$ cat src/rtl/cpu_pkg.sv
// Shared constants for the 8-bit accumulator CPU.
// Opcodes, T-state encodings and the control word bundle.
package cpu_pkg;

  localparam int OPCODE_W  = 4;
  localparam int NUM_STEPS = 5;

  localparam logic [OPCODE_W-1:0] OP_NOP = 4'h0;
  localparam logic [OPCODE_W-1:0] OP_LDA = 4'h1;
  localparam logic [OPCODE_W-1:0] OP_ADD = 4'h2;
  localparam logic [OPCODE_W-1:0] OP_SUB = 4'h3;
  localparam logic [OPCODE_W-1:0] OP_STA = 4'h4;
  localparam logic [OPCODE_W-1:0] OP_LDI = 4'h5;
  localparam logic [OPCODE_W-1:0] OP_JMP = 4'h6;
  localparam logic [OPCODE_W-1:0] OP_JC  = 4'h7;
  localparam logic [OPCODE_W-1:0] OP_JZ  = 4'h8;
  localparam logic [OPCODE_W-1:0] OP_OUT = 4'hE;
  localparam logic [OPCODE_W-1:0] OP_HLT = 4'hF;

  localparam logic [NUM_STEPS-1:0] T0 = 5'b00001;
  localparam logic [NUM_STEPS-1:0] T1 = 5'b00010;
  localparam logic [NUM_STEPS-1:0] T2 = 5'b00100;
  localparam logic [NUM_STEPS-1:0] T3 = 5'b01000;
  localparam logic [NUM_STEPS-1:0] T4 = 5'b10000;

  typedef struct packed {
    logic pc_out;
    logic pc_inc;
    logic pc_load;
    logic mar_load;
    logic ram_out;
    logic ram_load;
    logic ir_load;
    logic ir_out;
    logic a_load;
    logic a_out;
    logic b_load;
    logic alu_out;
    logic alu_sub;
    logic flags_load;
    logic out_load;
  } ctrl_t;

endpackage

$ cat src/rtl/control_sequencer_step_counter.sv
// One-hot T-state ring for the sequencer.
// Advances on en unless freeze holds it in place.
module step_counter
  import cpu_pkg::*;
(
  input  logic                 clk,
  input  logic                 rst_n,
  input  logic                 en,
  input  logic                 freeze,
  output logic [NUM_STEPS-1:0] tstate
);

  always_ff @(posedge clk or negedge rst_n) begin
    if (!rst_n) begin
      tstate <= T0;
    end else if (en && !freeze) begin
      tstate <= {tstate[NUM_STEPS-2:0], tstate[NUM_STEPS-1]};
    end
  end

endmodule

$ cat src/rtl/control_sequencer.sv
// Microcode sequencer: T-state ring plus opcode/flag decode
// into the per-cycle control word.
module control_sequencer
  import cpu_pkg::*;
(
  input  logic                 clk,
  input  logic                 rst_n,
  input  logic                 run,
  input  logic [OPCODE_W-1:0]  opcode,
  input  logic                 carry_flag,
  input  logic                 zero_flag,
  output logic                 pc_out,
  output logic                 pc_inc,
  output logic                 pc_load,
  output logic                 mar_load,
  output logic                 ram_out,
  output logic                 ram_load,
  output logic                 ir_load,
  output logic                 ir_out,
  output logic                 a_load,
  output logic                 a_out,
  output logic                 b_load,
  output logic                 alu_out,
  output logic                 alu_sub,
  output logic                 flags_load,
  output logic                 out_load,
  output logic [NUM_STEPS-1:0] tstate,
  output logic                 halted
);

  logic  halted_q;
  logic  hlt_now;
  logic  active;
  ctrl_t ctrl;

  assign hlt_now = tstate[2] & (opcode == OP_HLT);
  assign active  = run & ~halted_q & rst_n;

  // HLT freezes the ring at T2 on the same edge that sets halt
  step_counter u_step (
    .clk    (clk),
    .rst_n  (rst_n),
    .en     (run & ~halted_q),
    .freeze (hlt_now),
    .tstate (tstate)
  );

  always_ff @(posedge clk or negedge rst_n) begin
    if (!rst_n) begin
      halted_q <= 1'b0;
    end else if (run && hlt_now) begin
      halted_q <= 1'b1;
    end
  end

  always_comb begin
    ctrl = '0;
    if (active) begin
      unique case (1'b1)
        tstate[0]: begin
          ctrl.pc_out   = 1'b1;
          ctrl.mar_load = 1'b1;
        end
        tstate[1]: begin
          ctrl.ram_out = 1'b1;
          ctrl.ir_load = 1'b1;
          ctrl.pc_inc  = 1'b1;
        end
        tstate[2]: begin
          case (opcode)
            OP_LDA, OP_ADD, OP_SUB, OP_STA: begin
              ctrl.ir_out   = 1'b1;
              ctrl.mar_load = 1'b1;
            end
            OP_LDI: begin
              ctrl.ir_out = 1'b1;
              ctrl.a_load = 1'b1;
            end
            OP_JMP: begin
              ctrl.ir_out  = 1'b1;
              ctrl.pc_load = 1'b1;
            end
            OP_JC: begin
              ctrl.ir_out  = carry_flag;
              ctrl.pc_load = carry_flag;
            end
            OP_JZ: begin
              ctrl.ir_out  = zero_flag;
              ctrl.pc_load = zero_flag;
            end
            OP_OUT: begin
              ctrl.a_out    = 1'b1;
              ctrl.out_load = 1'b1;
            end
            default: ;
          endcase
        end
        tstate[3]: begin
          case (opcode)
            OP_LDA: begin
              ctrl.ram_out = 1'b1;
              ctrl.a_load  = 1'b1;
            end
            OP_ADD, OP_SUB: begin
              ctrl.ram_out = 1'b1;
              ctrl.b_load  = 1'b1;
            end
            OP_STA: begin
              ctrl.a_out    = 1'b1;
              ctrl.ram_load = 1'b1;
            end
            default: ;
          endcase
        end
        tstate[4]: begin
          if (opcode == OP_ADD || opcode == OP_SUB) begin
            ctrl.alu_out    = 1'b1;
            ctrl.a_load     = 1'b1;
            ctrl.flags_load = 1'b1;
            ctrl.alu_sub    = (opcode == OP_SUB);
          end
        end
        default: ;
      endcase
    end
  end

  assign pc_out     = ctrl.pc_out;
  assign pc_inc     = ctrl.pc_inc;
  assign pc_load    = ctrl.pc_load;
  assign mar_load   = ctrl.mar_load;
  assign ram_out    = ctrl.ram_out;
  assign ram_load   = ctrl.ram_load;
  assign ir_load    = ctrl.ir_load;
  assign ir_out     = ctrl.ir_out;
  assign a_load     = ctrl.a_load;
  assign a_out      = ctrl.a_out;
  assign b_load     = ctrl.b_load;
  assign alu_out    = ctrl.alu_out;
  assign alu_sub    = ctrl.alu_sub;
  assign flags_load = ctrl.flags_load;
  assign out_load   = ctrl.out_load;
  assign halted     = halted_q;

endmodule

$ cat config.mk
export PLATFORM = sky130hd
export DESIGN_NAME = control_sequencer
export DESIGN_NICKNAME = d
export VERILOG_FILES = /design/src/rtl/cpu_pkg.sv /design/src/rtl/control_sequencer_step_counter.sv /design/src/rtl/control_sequencer.sv
export SDC_FILE = /design/constraint.sdc
export NUM_CORES = 1
export LEC_CHECK = 0
export ABC_CLOCK_PERIOD_IN_PS = 1600
export BUFFER_PORTS_ARGS = -buffer_cell sky130_fd_sc_hd__clkbuf_2
export CORE_MARGIN = 4
export CORE_UTILIZATION = 37
export DETAILED_ROUTE_END_ITERATION = 12
export PLACE_DENSITY_LB_ADDON = 0.08
export SLEW_MARGIN = 20
export SYNTH_ARGS = -nofsm -noshare
export SYNTH_HDL_FRONTEND = slang
export SYNTH_SLANG_ARGS = --single-unit
$ cat constraint.sdc
create_clock -name clk -period 1.6 [get_ports clk]
set_input_delay 0.48 -clock clk [delete_from_list [all_inputs] [get_ports clk]]
set_output_delay 0.48 -clock clk [all_outputs]
set_load 0.02 [all_outputs]
==> results.toml <==
[layout]
fin_nets = 122
area_growth_pct = 114
fillers = 81
drive_gt1_share_pct = 73.2
antennaDiodeCount = 0

[pwr]
ir_drop_mv = 0.893
powerDensity_mw_per_mm2 = 1140
finalPower_mw = 1.25
cellLeakagePower_nw = 0.504

[floorplanning]
die_x_microns = 45.2
io_pins = 30
die_area_sq_mm = 0.00204
core_sq_mm = 0.00130
die_h_microns = 45.2
rows = 13
start_util_pct = 39.3

[worst_setup_path]
worstPathArrival_ns = 1.50
max_stage_delay_ns = 0.39
cp.required_ns = 1.12
setup.worst_path.class = "reg -> out"
reg2reg_depth = 7
end_kind = "primary output"
cp_max_fo = 6
cp_cell_sequence = "and3b_2, nand2_4, a2111oi_4, buf_4"
start_kind = "flip-flop"
cp_slowest_cell = "dfrtp_2"
reg2reg_slack_ns = 0.06

[clocking]
cts_sinks = 6
cts_root_buf = "clkbuf_4"
cts_inserted_buffers = 3
path_clk_slew_ns = 0.04
htreeDepth = 1
hold_buffers = 0
clock_latency_ns = 0.25
tritoncts = "built"
clk_path_buf_depth = 2

[sta]
setup_viol = 15
rsz0062_at_grt = "yes"
slew_headroom_pct = 76.6
post-route-period-util_pct = 124
hold_violations = 0
tightest_slew_ns = 0.349
slew_viol_final = 0
worst_slack_ns = -0.382
fmax_mhz = 504
fin_skew_ns = 0.00357
min_period_ns = 1.98

[drt]
drtIter0Drc = 21
vias = 674
first_pass_iters = 4
wl_per_cell_microns = 14.0
drc_errors = 0
ant_nets = 0
routed_via_density = 5.31
wl_mm = 1.77

[synthesis]
ys_types = 32
synth_seq_cells = 6
syn_inst = 64
synth_warnings = 0
syn_area_sq_um = 512
synth_nets = 73
synthArstFlopShare_pct = 100
synthFlopType = "dfrtp_1"
avgSynthCellArea_sq_um = 8.00
synth_edf_count = 0
yosysSeqAreaShare_pct = 29.6

[global_route]
grt_pass1_vias = 632
grt_max_degree = 9
grt_overflow = 0
antenna_found_initial = 0
gr-usage-all-layers_pct = 19.3
grt_pass1_wl_mm = 2.84

[placed_design]
port_buffers = 29
post-place-ws_ns = -0.393
dp_hpwl_mm = 1.35
gp_congestion = 0.794

[flow_run]
cap_violations = 0

[outcome]
status = "complete, but fails checks"
violations = "negative setup slack"

[min_path]
hold_path.class = "in -> async"
## cells by family (layout without fill, tap and decap cells)
logic type,count (synthesis),in the layout,share of synthesized area [%]
AND/OR/NAND/NOR,31,31,33.0
buffers and inverters,9,57,9.29
multiplexers,5,5,10.8
flip-flops,6,6,29.6
XOR/XNOR,1,1,1.71
AO/OA/AOI/OAI,12,12,15.7
## registers in the layout (all words and copies together), names as in the netlist
register       cells
halted             1
u_step.tstate      5
## layout make-up
type,instances,area [sq um],area share [%]
multi-input cells,49,462,42.2
flip-flops and latches,6,153,13.9
repair buffers,49,420,38.4
inverters,4,15.0,1.37
clock buffers,4,26.3,2.40
well taps,15,18.8,1.71
## critical path: cells and delay by family (launching register included)
family                 cells  cell delay (ns)
and+or+nand+nor            2             0.47
AOI/OAI and AO/OA          1             0.20
DFF                        1             0.39
buffers and inverters      1             0.19
## per-layer routing
metal	global-route usage (%)	up-vias	wire length, microns
li1	-	322	-
met1	23.6	327	724
met2	33.3	21	923
met3	2.39	4	87
met4	8.77	0	37
met5	0	-	0
## power by group
group	switching (mW)	internal (mW)
sequential	0.0908	0.235
clock	0.0559	0.0945
combinational	0.398	0.377
total	0.544	0.707
## Yosys cell counts (2+ instances only)
cell | n | area share, %
inv_1 | 4 | 2.9
buf_4 | 3 | 4.4
a21oi_1 | 4 | 3.9
o21ai_0 | 2 | 2.0
and2_1 | 2 | 2.4
nor3_1 | 3 | 2.9
nand2_1 | 6 | 4.4
nor2_1 | 7 | 5.1
nand3_1 | 2 | 2.0
mux2_2 | 4 | 8.8
buf_2 | 2 | 2.0
dfrtp_1 | 5 | 24
## through the flow
stage               area (sq um)  setup TNS (ns)  util, %  hold WS [ns]  std cells
finish                      1090           -4.80     84.1         0.134        127
global route                1090           -5.68     84.1         0.134        127
CTS                         1050           -4.65     81.0         0.135        126
detailed placement           878           -4.18     67.5         0.401        119
global placement             878           -4.10     67.5         0.391        119
floorplan                    656          -0.623        -         0.184         64
## timing repair
| action | in CTS | in global routing |
|---|---|---|
| pin swaps | 6 | 2 |
| setup buffers | 3 | 2 |
| gates resized for setup | 29 | 17 |
| endpoints found under the setup margin | 15 | 15 |
## worst paths after layout
check	start	endpoint
worst max-delay path	halted$_DFFE_PN0P_	ir_out
worst min-delay path	rst_n	u_step.tstate[4]$_DFFE_PN0P_
worst max register to register	halted$_DFFE_PN0P_	u_step.tstate[1]$_DFFE_PN0P_
worst min register to register	u_step.tstate[1]$_DFFE_PN0P_	u_step.tstate[1]$_DFFE_PN0P_
max in group asynchronous	rst_n	u_step.tstate[0]$_DFFE_PN1P_
min in group clk	run	halted$_DFFE_PN0P_
## cells in the final DEF (no fill, tap or decap), types with 3 or more instances in the layout
master and instances:
nor2_4 3, buf_8 5, dfrtp_1 4, inv_1 3, mux2_2 4, clkbuf_4 5, nor2_1 3, buf_4 19
clkbuf_2 14, buf_6 5, clkbuf_8 3
Note: power is estimated with default switching activity, not from simulation.
